`src/rtl/tamagotchi_pkg.sv`:
```
// Shared definitions for the Tamagotchi state controller: one-hot state
// encoding and the default stat width.
package tamagotchi_pkg;

    localparam int unsigned StateW       = 5;
    localparam int unsigned StatWDefault = 8;

    // INTRO is the all-zero code; the remaining states are one-hot.
    typedef enum logic [StateW-1:0] {
        StIntro     = 5'd0,
        StIdle      = 5'd1,
        StDormindo  = 5'd2,
        StComendo   = 5'd4,
        StDandoAula = 5'd8,
        StMorto     = 5'd16
    } estado_e;

endpackage

```
`src/rtl/divisor_tick.sv`:
```
// Free-running divider: strobe_o is high for one cycle out of every TICK_DIV,
// in the cycle where the internal count sits at TICK_DIV-1.
module divisor_tick #(
    parameter int unsigned TICK_DIV = 4194304
) (
    input  logic clk_i,
    input  logic rst_ni,
    output logic strobe_o
);

    localparam int unsigned CntW = (TICK_DIV > 1) ? $clog2(TICK_DIV) : 1;
    localparam logic [CntW-1:0] CntMax = CntW'(TICK_DIV - 1);

    logic [CntW-1:0] cnt_q, cnt_d;

    // Strobe on the last count, then wrap to zero.
    always_comb begin
        strobe_o = (cnt_q == CntMax);
        cnt_d    = strobe_o ? '0 : cnt_q + CntW'(1);
    end

    // Count register.
    always_ff @(posedge clk_i or negedge rst_ni) begin
        if (!rst_ni) begin
            cnt_q <= '0;
        end else begin
            cnt_q <= cnt_d;
        end
    end

endmodule

```
`src/rtl/controlador_estados_param.sv`:
```
// Tamagotchi pet-state controller. Evaluates the pet state once per tick from
// latched buttons and the hunger/happiness/sleep stats, with a long-press
// return to INTRO and a registered low-stat alert.
// Optional: define CONTROLADOR_AUTO_SLEEP_EN to send an unattended IDLE pet to
// DORMINDO after IDLE_TIMEOUT quiet evaluations.
module controlador_estados_param
    import tamagotchi_pkg::*;
#(
    parameter int unsigned STAT_W         = StatWDefault,
    parameter int unsigned TICK_DIV       = 4194304,
    parameter int unsigned RESET_HOLD_CYC = 4194304,
    parameter int unsigned LOW_THR        = 32,
    parameter int unsigned IDLE_TIMEOUT   = 16
) (
    input  logic              clk,
    input  logic              rst_n,
    input  logic              b1,
    input  logic              b2,
    input  logic [STAT_W-1:0] fome,
    input  logic [STAT_W-1:0] felicidade,
    input  logic [STAT_W-1:0] sono,
    output logic [StateW-1:0] estado,
    output logic              alerta,
    output logic              tick
);

    localparam int unsigned HoldW = $clog2(RESET_HOLD_CYC + 1);
    localparam logic [HoldW-1:0] HoldMax = HoldW'(RESET_HOLD_CYC);

    // Elaboration-time parameter sanity checks.
    if (TICK_DIV < 2) begin : g_bad_tick_div
        $error("TICK_DIV must be >= 2");
    end
    if (RESET_HOLD_CYC < 1) begin : g_bad_hold
        $error("RESET_HOLD_CYC must be >= 1");
    end
    if (IDLE_TIMEOUT < 1) begin : g_bad_idle
        $error("IDLE_TIMEOUT must be >= 1");
    end

    estado_e          estado_q, estado_d;
    logic             b1_lat_q, b1_lat_d, b2_lat_q, b2_lat_d;
    logic [HoldW-1:0] hold_q, hold_d;
    logic             alerta_q, alerta_d;
    logic             tick_q;
    logic             eval_strobe;
    logic             b1_eff, b2_eff, rst_req, any_zero, any_low, dead;

    divisor_tick #(
        .TICK_DIV (TICK_DIV)
    ) u_divisor_tick (
        .clk_i    (clk),
        .rst_ni   (rst_n),
        .strobe_o (eval_strobe)
    );

    // Button latches, long-press counter and stat predicates.
    always_comb begin
        b1_eff   = b1_lat_q | b1;
        b2_eff   = b2_lat_q | b2;
        rst_req  = (hold_q == HoldMax);
        any_zero = (fome == '0) || (felicidade == '0) || (sono == '0);
        any_low  = (32'(fome) < LOW_THR) || (32'(felicidade) < LOW_THR) ||
                   (32'(sono) < LOW_THR);
        dead     = (estado_q == StMorto) || any_zero;
        b1_lat_d = eval_strobe ? 1'b0 : b1_eff;
        b2_lat_d = eval_strobe ? 1'b0 : b2_eff;
        if (b1 && b2) begin
            hold_d = rst_req ? hold_q : hold_q + HoldW'(1);
        end else begin
            hold_d = '0;
        end
        // A granted long-press is consumed at the evaluation.
        if (eval_strobe && rst_req) begin
            hold_d = '0;
        end
        alerta_d = any_low && (estado_q != StMorto);
    end

`ifdef CONTROLADOR_AUTO_SLEEP_EN
    localparam int unsigned IdleW = $clog2(IDLE_TIMEOUT + 1);
    localparam logic [IdleW-1:0] IdleLast = IdleW'(IDLE_TIMEOUT - 1);

    logic [IdleW-1:0] idle_q, idle_d;
    logic             idle_hit;

    // Count quiet evaluations spent in IDLE; any button or leaving IDLE restarts.
    always_comb begin
        idle_d   = (b1 || b2) ? '0 : idle_q;
        idle_hit = 1'b0;
        if (eval_strobe) begin
            if (!rst_req && !dead && (estado_q == StIdle) && !b1_eff && !b2_eff) begin
                if (idle_q == IdleLast) begin
                    idle_hit = 1'b1;
                    idle_d   = '0;
                end else begin
                    idle_d = idle_q + IdleW'(1);
                end
            end else begin
                idle_d = '0;
            end
        end
    end

    // Idle counter register.
    always_ff @(posedge clk or negedge rst_n) begin
        if (!rst_n) begin
            idle_q <= '0;
        end else begin
            idle_q <= idle_d;
        end
    end
`endif

    // Next-state evaluation, only on the tick strobe.
    always_comb begin
        estado_d = estado_q;
        if (eval_strobe) begin
            if (rst_req) begin
                estado_d = StIntro;
            end else if (dead) begin
                estado_d = StMorto;
`ifdef CONTROLADOR_AUTO_SLEEP_EN
            end else if (idle_hit) begin
                estado_d = StDormindo;
`endif
            end else begin
                case (estado_q)
                    StIdle: begin
                        case ({b1_eff, b2_eff})
                            2'b10:   estado_d = StComendo;
                            2'b01:   estado_d = StDormindo;
                            2'b11:   estado_d = StDandoAula;
                            default: estado_d = StIdle;
                        endcase
                    end
                    default: begin
                        if (b1_eff || b2_eff) begin
                            estado_d = StIdle;
                        end
                    end
                endcase
            end
        end
    end

    // State, latch, counter and output registers.
    always_ff @(posedge clk or negedge rst_n) begin
        if (!rst_n) begin
            estado_q <= StIntro;
            b1_lat_q <= 1'b0;
            b2_lat_q <= 1'b0;
            hold_q   <= '0;
            alerta_q <= 1'b0;
            tick_q   <= 1'b0;
        end else begin
            estado_q <= estado_d;
            b1_lat_q <= b1_lat_d;
            b2_lat_q <= b2_lat_d;
            hold_q   <= hold_d;
            alerta_q <= alerta_d;
            tick_q   <= eval_strobe;
        end
    end

    assign estado = estado_q;
    assign alerta = alerta_q;
    assign tick   = tick_q;

endmodule

```
`config.mk`:
```
export PLATFORM = sky130hd
export DESIGN_NAME = controlador_estados_param
export DESIGN_NICKNAME = d
export VERILOG_FILES = /design/src/rtl/tamagotchi_pkg.sv /design/src/rtl/divisor_tick.sv /design/src/rtl/controlador_estados_param.sv
export SDC_FILE = /design/constraint.sdc
export NUM_CORES = 1
export LEC_CHECK = 0
export ABC_AREA = 1
export ABC_CLOCK_PERIOD_IN_PS = 1750
export CELL_PAD_IN_SITES_DETAIL_PLACEMENT = 1
export CELL_PAD_IN_SITES_GLOBAL_PLACEMENT = 1
export CORE_MARGIN = 2
export CORE_UTILIZATION = 42
export DETAILED_ROUTE_END_ITERATION = 10
export PLACE_DENSITY = 0.87
export SYNTH_ARGS = -nofsm -noshare
export SYNTH_HDL_FRONTEND = slang
export SYNTH_SLANG_ARGS = --single-unit
```
`constraint.sdc`:
```
create_clock -name clk -period 1.75 [get_ports clk]
set_input_delay 0.525 -clock clk [delete_from_list [all_inputs] [get_ports clk]]
set_output_delay 0.525 -clock clk [all_outputs]
set_load 0.02 [all_outputs]
```
### After elaboration in Yosys (flattened, before gate mapping)

Cells that the tools add are included.

| storage, ports and cells | value |
|---|---|
| register bits after elaboration | 54 |
| bits of input ports | 28 |
| output and inout bits | 7 |
| word-level logic and storage cells | 48 |

| cells by class | value |
|---|---|
| add/sub/neg operators | 2 |
| $lt $le $gt $ge | 3 |
| eq/ne operators | 9 |
| mux-type cells | 11 |
| bitwise gates (word level) | 2 |
| reduce and logical (&&, ||, !) cells | 14 |

Operators by type and width:

| operator | count |
|---|---|
| 23-bit two-way mux | 3 |
| 8-bit zero test | 3 |
| 8-bit by 6-bit less-than comparator with 1-bit output, second input constant | 3 |
| 23-bit by 1-bit adder with 23-bit output, second input constant | 1 |
| 23-bit == test, second input constant | 1 |
| 22-bit by 1-bit adder with 22-bit output, second input constant | 1 |
| 22-bit == test, second input constant | 1 |
| 22-bit two-way mux | 1 |
| 5-bit two-way mux | 4 |
| 4-bit case mux with 3 select lines | 1 |
| 1-bit logical OR | 6 |
| 5-bit by 1-bit == test with 1-bit output, second input constant | 1 |
| 5-bit == test, second input constant | 1 |
| 5-bit != test, second input constant | 1 |
| 2-bit == test, second input constant | 2 |
| 4-bit nonzero test | 1 |
| 1-bit logical AND | 3 |
| 3-bit by 2-bit != test with 1-bit output, second input constant | 1 |
| 2-bit by 1-bit == test with 1-bit output, second input constant | 1 |
| 1-bit two-way mux | 2 |
| 1-bit OR | 2 |
| 2-bit AND reduction | 1 |

### Logic depth before layout (Yosys ltp)

| logic depth | value |
|---|---|
| depth after elaboration | 6 |
| depth in mapped cells | 10 |

### By module

From an unflattened synthesis, not the netlist that was laid out.

| unflattened totals | value |
|---|---|
| cells, all modules | 445 |
| area, all modules | 3273.1 um^2 |

Modules (own cells, without submodules):

| module | instances | cells each | area each (um^2) |
|---|---|---|---|
| controlador_estados_param | 1 | 293 | 2052.0 |
| divisor_tick | 1 | 152 | 1221.2 |

### Least setup slack after synthesis

OpenSTA, ideal clock, no wires.

| path | value |
|---|---|
| path kind | reg2reg |
| from | register hold_q[0] |
| to | register estado_q[4], in the netlist estado[4] |
| library setup time | 0.117 ns |
| arrival time | 1.304 ns |
| setup slack | 0.329 ns |
| cell stages (with the launch flop) | 10 |
| path buffers | 0 |
| clock period less this slack | 1.421 ns |
| cells stage by stage | dfrtp_1 inv_1 ha_1 nand3_1 nor2_1 nand3_1 nand4_1 nand2_1 nand2_1 nand2_1 |

| between the ends | value |
|---|---|
| longest elaborated chain between the ends | 3 |

RTL lines:

| item | line | RTL |
|---|---|---|
| from (decl) | controlador_estados_param.sv:43 | `logic [HoldW-1:0] hold_q, hold_d;` |
| from (signal assigned) | controlador_estados_param.sv:160 | `hold_q <= hold_d;` |
| 23-bit == test * | controlador_estados_param.sv:61 | `rst_req = (hold_q == HoldMax);` |
| 4-bit nonzero test (no source line) | - |  |
| 2-bit AND reduction (no source line) | - |  |
| to (signal assigned) | controlador_estados_param.sv:150 | `estado_q <= StIntro;` |
| to (signal assigned) | controlador_estados_param.sv:157 | `estado_q <= estado_d;` |
| to (decl) | controlador_estados_param.sv:41 | `estado_e estado_q, estado_d;` |

Every way passes the cells marked *; elsewhere a longest branch is shown, timed or not.
A chain may end at the register's enable or synchronous reset.

### Worst setup path after layout

| path | value |
|---|---|
| from | input fome[5] |
| to | register estado_q[2], in the netlist estado[2] |

| between the ends | value |
|---|---|
| longest elaborated chain between the ends | 6 |

RTL lines:

| item | line | RTL |
|---|---|---|
| from (decl) | controlador_estados_param.sv:19 | `input logic [STAT_W-1:0] fome,` |
| 8-bit zero test * | controlador_estados_param.sv:62 | `any_zero = (fome == '0) \|\| (felicidade == '0) \|\| (sono == '0);` |
| 1-bit logical OR * (2 in series) | controlador_estados_param.sv:62 |  |
| 1-bit logical OR * | controlador_estados_param.sv:65 | `dead = (estado_q == StMorto) \|\| any_zero;` |
| 4-bit nonzero test (no source line) / 5-bit two-way mux (equally long branches) | - |  |
| 2-bit AND reduction (no source line) / 5-bit two-way mux (equally long branches) | - |  |

Marks and branches as above.

==> summary.txt <==
Run status
  • Status: complete, no violations

Clocking
  • Clock root buffer: clkbuf_8
  • CTS tree: done
  • Num CTS Buffers: 5
  • Clock Sinks: 54
  • Htree depth: 2
  • Cts hold-fix bufs: 0
  • Clk_lat worst skew: 0.33 ns
  • Reg clk slew, reported paths: 0.11 ns
  • Clk buf depth: 2

Finish
  • Fillers: 900
  • Fin nets: 493
  • Antenna diodes: 0
  • Area delta synth->final: 23.20%
  • Layout Utilization: 53.41%
  • Layout cell share with drive strength beyond 1: 16.63%
  • Register area: 1351 µm²
  • Multi-input gate area: 1640 µm²
  • Final instance count without filler cells: 562

Route
  • TritonRoute pass-1 iters: 4
  • 1st-iter DRT viols: 161
  • Vias per Instance: 5.185
  • Via count: 2,914
  • DRC: 0
  • Antenna Nets Post-Route: 0
  • Routed wire length: 9042 µm
  • Routed length per instance: 16.09 µm

Floorplan
  • I/O Pins: 35
  • Die footprint: 8195 µm²
  • # rows: 31
  • Core area: 7253 µm²
  • Starting Density: 43.35%
  • Die Wd: 90.53 µm
  • Die Y: 90.53 µm

STA
  • Final period utilization: 98.62%
  • Worst Tran Pin Value: 0.3238 ns
  • Clk_skew: 0.01342 ns
  • Fmax: 579.4 MHz
  • Slew HR: 78.25%
  • Final Slew Violations: 0
  • Fin crit period: 1.726 ns
  • Finish-stage setup viols: 0
  • Endpoints failing hold: 0

GRT
  • GRT Util Overall: 22.69%
  • Largest net degree at the start of global routing: 55
  • Initial antenna violation count: 0
  • Vias in the first global route: 3,175
  • GRT Residual Overflow: 0
  • First-pass GRT wire length: 15,000 µm

Synth
  • Share of the yosys chip area belonging to registers: 42.98%
  • Synthesized cell area: 3144 µm²
  • Mapped Nets: 437
  • Mean post-synth cell area: 7.744 µm²
  • Synth Instances: 406
  • Yosys reg bits: 54
  • Cell variety after synth: 33
  • Ys Warns: 0

Power
  • Part of the power in the clock network: 35.6%
  • Leakage: 1.756 nW
  • Design Power: 2.173 mW
  • Seq pwr share: 57.7%
  • Pwr Density: 561.0 nW/µm²
  • Comb power frac: 6.7%
  • Maximum vdd drop: 0.0003270 V
  • Sw Share: 25.20%
  • NetSw: 0.5477 mW
  • P_int: 1.625 mW

Critical path
  • Critical Path RT: 1.98 ns
  • Crit-path max FO: 3
  • CP arrival: 1.95 ns
  • Critical path class: in2reg
  • Startpoint Class: input pin
  • Crit end category: flop

Hold path
  • Worst hold path class: in2async

Run
  • Max-cap violations: 0

Place
  • Gpl congestion: 0.8611
  • Dpl hpwl: 6541 µm
  • DP Cell Count: 550
  • Port bufs: 34
==> path summary, 6_finish.rpt <==
check / slack (ns) / start / endpoint / cells past startpoint
hold reg to reg: 0.51 / u_divisor_tick.cnt_q[16] / u_divisor_tick.cnt_q[16] / 1
setup / recovery: 0.02 / fome[5] / estado[2] / 9
max in group asynchronous: 1.31 / rst_n / u_divisor_tick.cnt_q[17] / 2
min in group clk: 0.51 / u_divisor_tick.cnt_q[16] / u_divisor_tick.cnt_q[16] / 1
hold / removal: 0.17 / rst_n / hold_q[13] / 2
setup reg to reg: 0.09 / u_divisor_tick.cnt_q[1] / estado[4] / 10
==> critical path: stages <==
cell	delay [ns]
clkdlybuf4s50_1	0.48
nor2_1	0.05
nand2_1	0.07
o21ai_1	0.06
nor2_1	0.21
nand4_1	0.20
buf_4	0.20
nand3_1	0.08
nand2_1	0.06
==> cells in the final DEF, fill, tap and decap left out, types with 7 or more instances in the layout <==
cell type and n:
nand3_1 20, xnor2_1 7, inv_1 41, nand2_2 10, dfrtp_1 54, dlygate4sd2_1 7
clkdlybuf4s50_1 24, xor2_1 21, nor3_1 16, buf_4 16, nand2_1 78, inv_2 7
nor2_4 10, nor2_1 84, nand4_1 14
==> synth_stat cells <==
master | n | area share [%]
nand3_1 | 22 | 3.5
a31oi_1 | 1 | 0.20
a211oi_1 | 1 | 0.24
nor2_2 | 3 | 0.60
o31ai_1 | 1 | 0.24
o21bai_1 | 1 | 0.24
nor4_1 | 1 | 0.20
inv_1 | 43 | 5.1
nor3_1 | 16 | 2.5
nor2_1 | 88 | 11
buf_12 | 1 | 0.64
or2_2 | 1 | 0.20
nand3b_1 | 1 | 0.24
o21ai_1 | 5 | 0.80
nor2_4 | 7 | 2.5
nand3_2 | 4 | 1.3
nor3b_1 | 1 | 0.24
inv_2 | 5 | 0.60
o21ai_2 | 1 | 0.28
o21ai_0 | 1 | 0.16
a21oi_2 | 1 | 0.28
dfrtp_1 | 54 | 43
xor2_1 | 21 | 5.8
xnor2_1 | 7 | 1.9
a21oi_1 | 4 | 0.64
nand2_4 | 2 | 0.72
nand4_1 | 14 | 2.8
nand2_1 | 82 | 9.8
ha_1 | 3 | 1.2
nand2_2 | 6 | 1.2
clkbuf_1 | 1 | 0.12
nor3_2 | 6 | 1.9
clkinv_4 | 1 | 0.28
==> stage by stage <==
stage	setup slack [ns]	hold WS [ns]	cell area, µm²	TNS, ns
detailed placement	-0.3378	0.4830	3690	-1.575
floorplan	0.3291	0.2294	3144	0
CTS	0.004728	0.1876	3794	0
finish	0.02411	0.1689	3874	0
global placement	-0.1180	0.4641	3690	-0.5824
global route	-0.03020	0.2045	3874	-0.09601
==> timing repair <==
item	CTS	global route
setup endpoints to repair	12	14
pin swaps	1	10
cloned	0	0
setup buffers	1	3
gates resized for setup	9	19
==> layout make-up <==
type,instances,share of cell area (%)
Multi-Input combinational cell,301,42.34
Sequential cell,54,34.88
Timing Repair Buffer,51,12.18
Inverter,49,4.877
Tap cell,99,3.198
Clock buffer,5,1.776
Clock inverter,3,0.7429
==> registers in the layout, summed over array words and instances (netlist names) <==
name                  cells
estado                    5
hold_q                   23
tick                      1
alerta                    1
b1_lat_q                  1
u_divisor_tick.cnt_q     22
b2_lat_q                  1
==> power groups by stage <==
stage / combinational, mW / clock (mW) / sequential [mW]
final: 0.147 / 0.773 / 1.25
after floorplan: 0.0296 / 0 / 1.28
after CTS: 0.144 / 0.786 / 1.25
after detailed placement: 0.144 / 0 / 1.28
after global routing: 0.162 / 0.838 / 1.25
after global placement: 0.140 / 0 / 1.28
==> cell families after synthesis <==
logic type               synth area share [%]
AO/OA/AOI/OAI                           3.064
XOR/XNOR                                7.800
buffers and inverters                   6.765
AND/OR/NAND/NOR                         38.20
adder cells (fa/ha/maj)                 1.194
flip-flops                              42.98
==> per-layer routing <==
metal / vias up / track usage [%] / part of all wire [%]
li1: 1386 / - / -
met1: 1443 / 27.22 / 43
met2: 71 / 41.79 / 52
met3: 14 / 3.255 / 2.9
met4: 0 / 6.923 / 1.8
met5: - / 0 / 0
(Power assumes the default switching activity.)
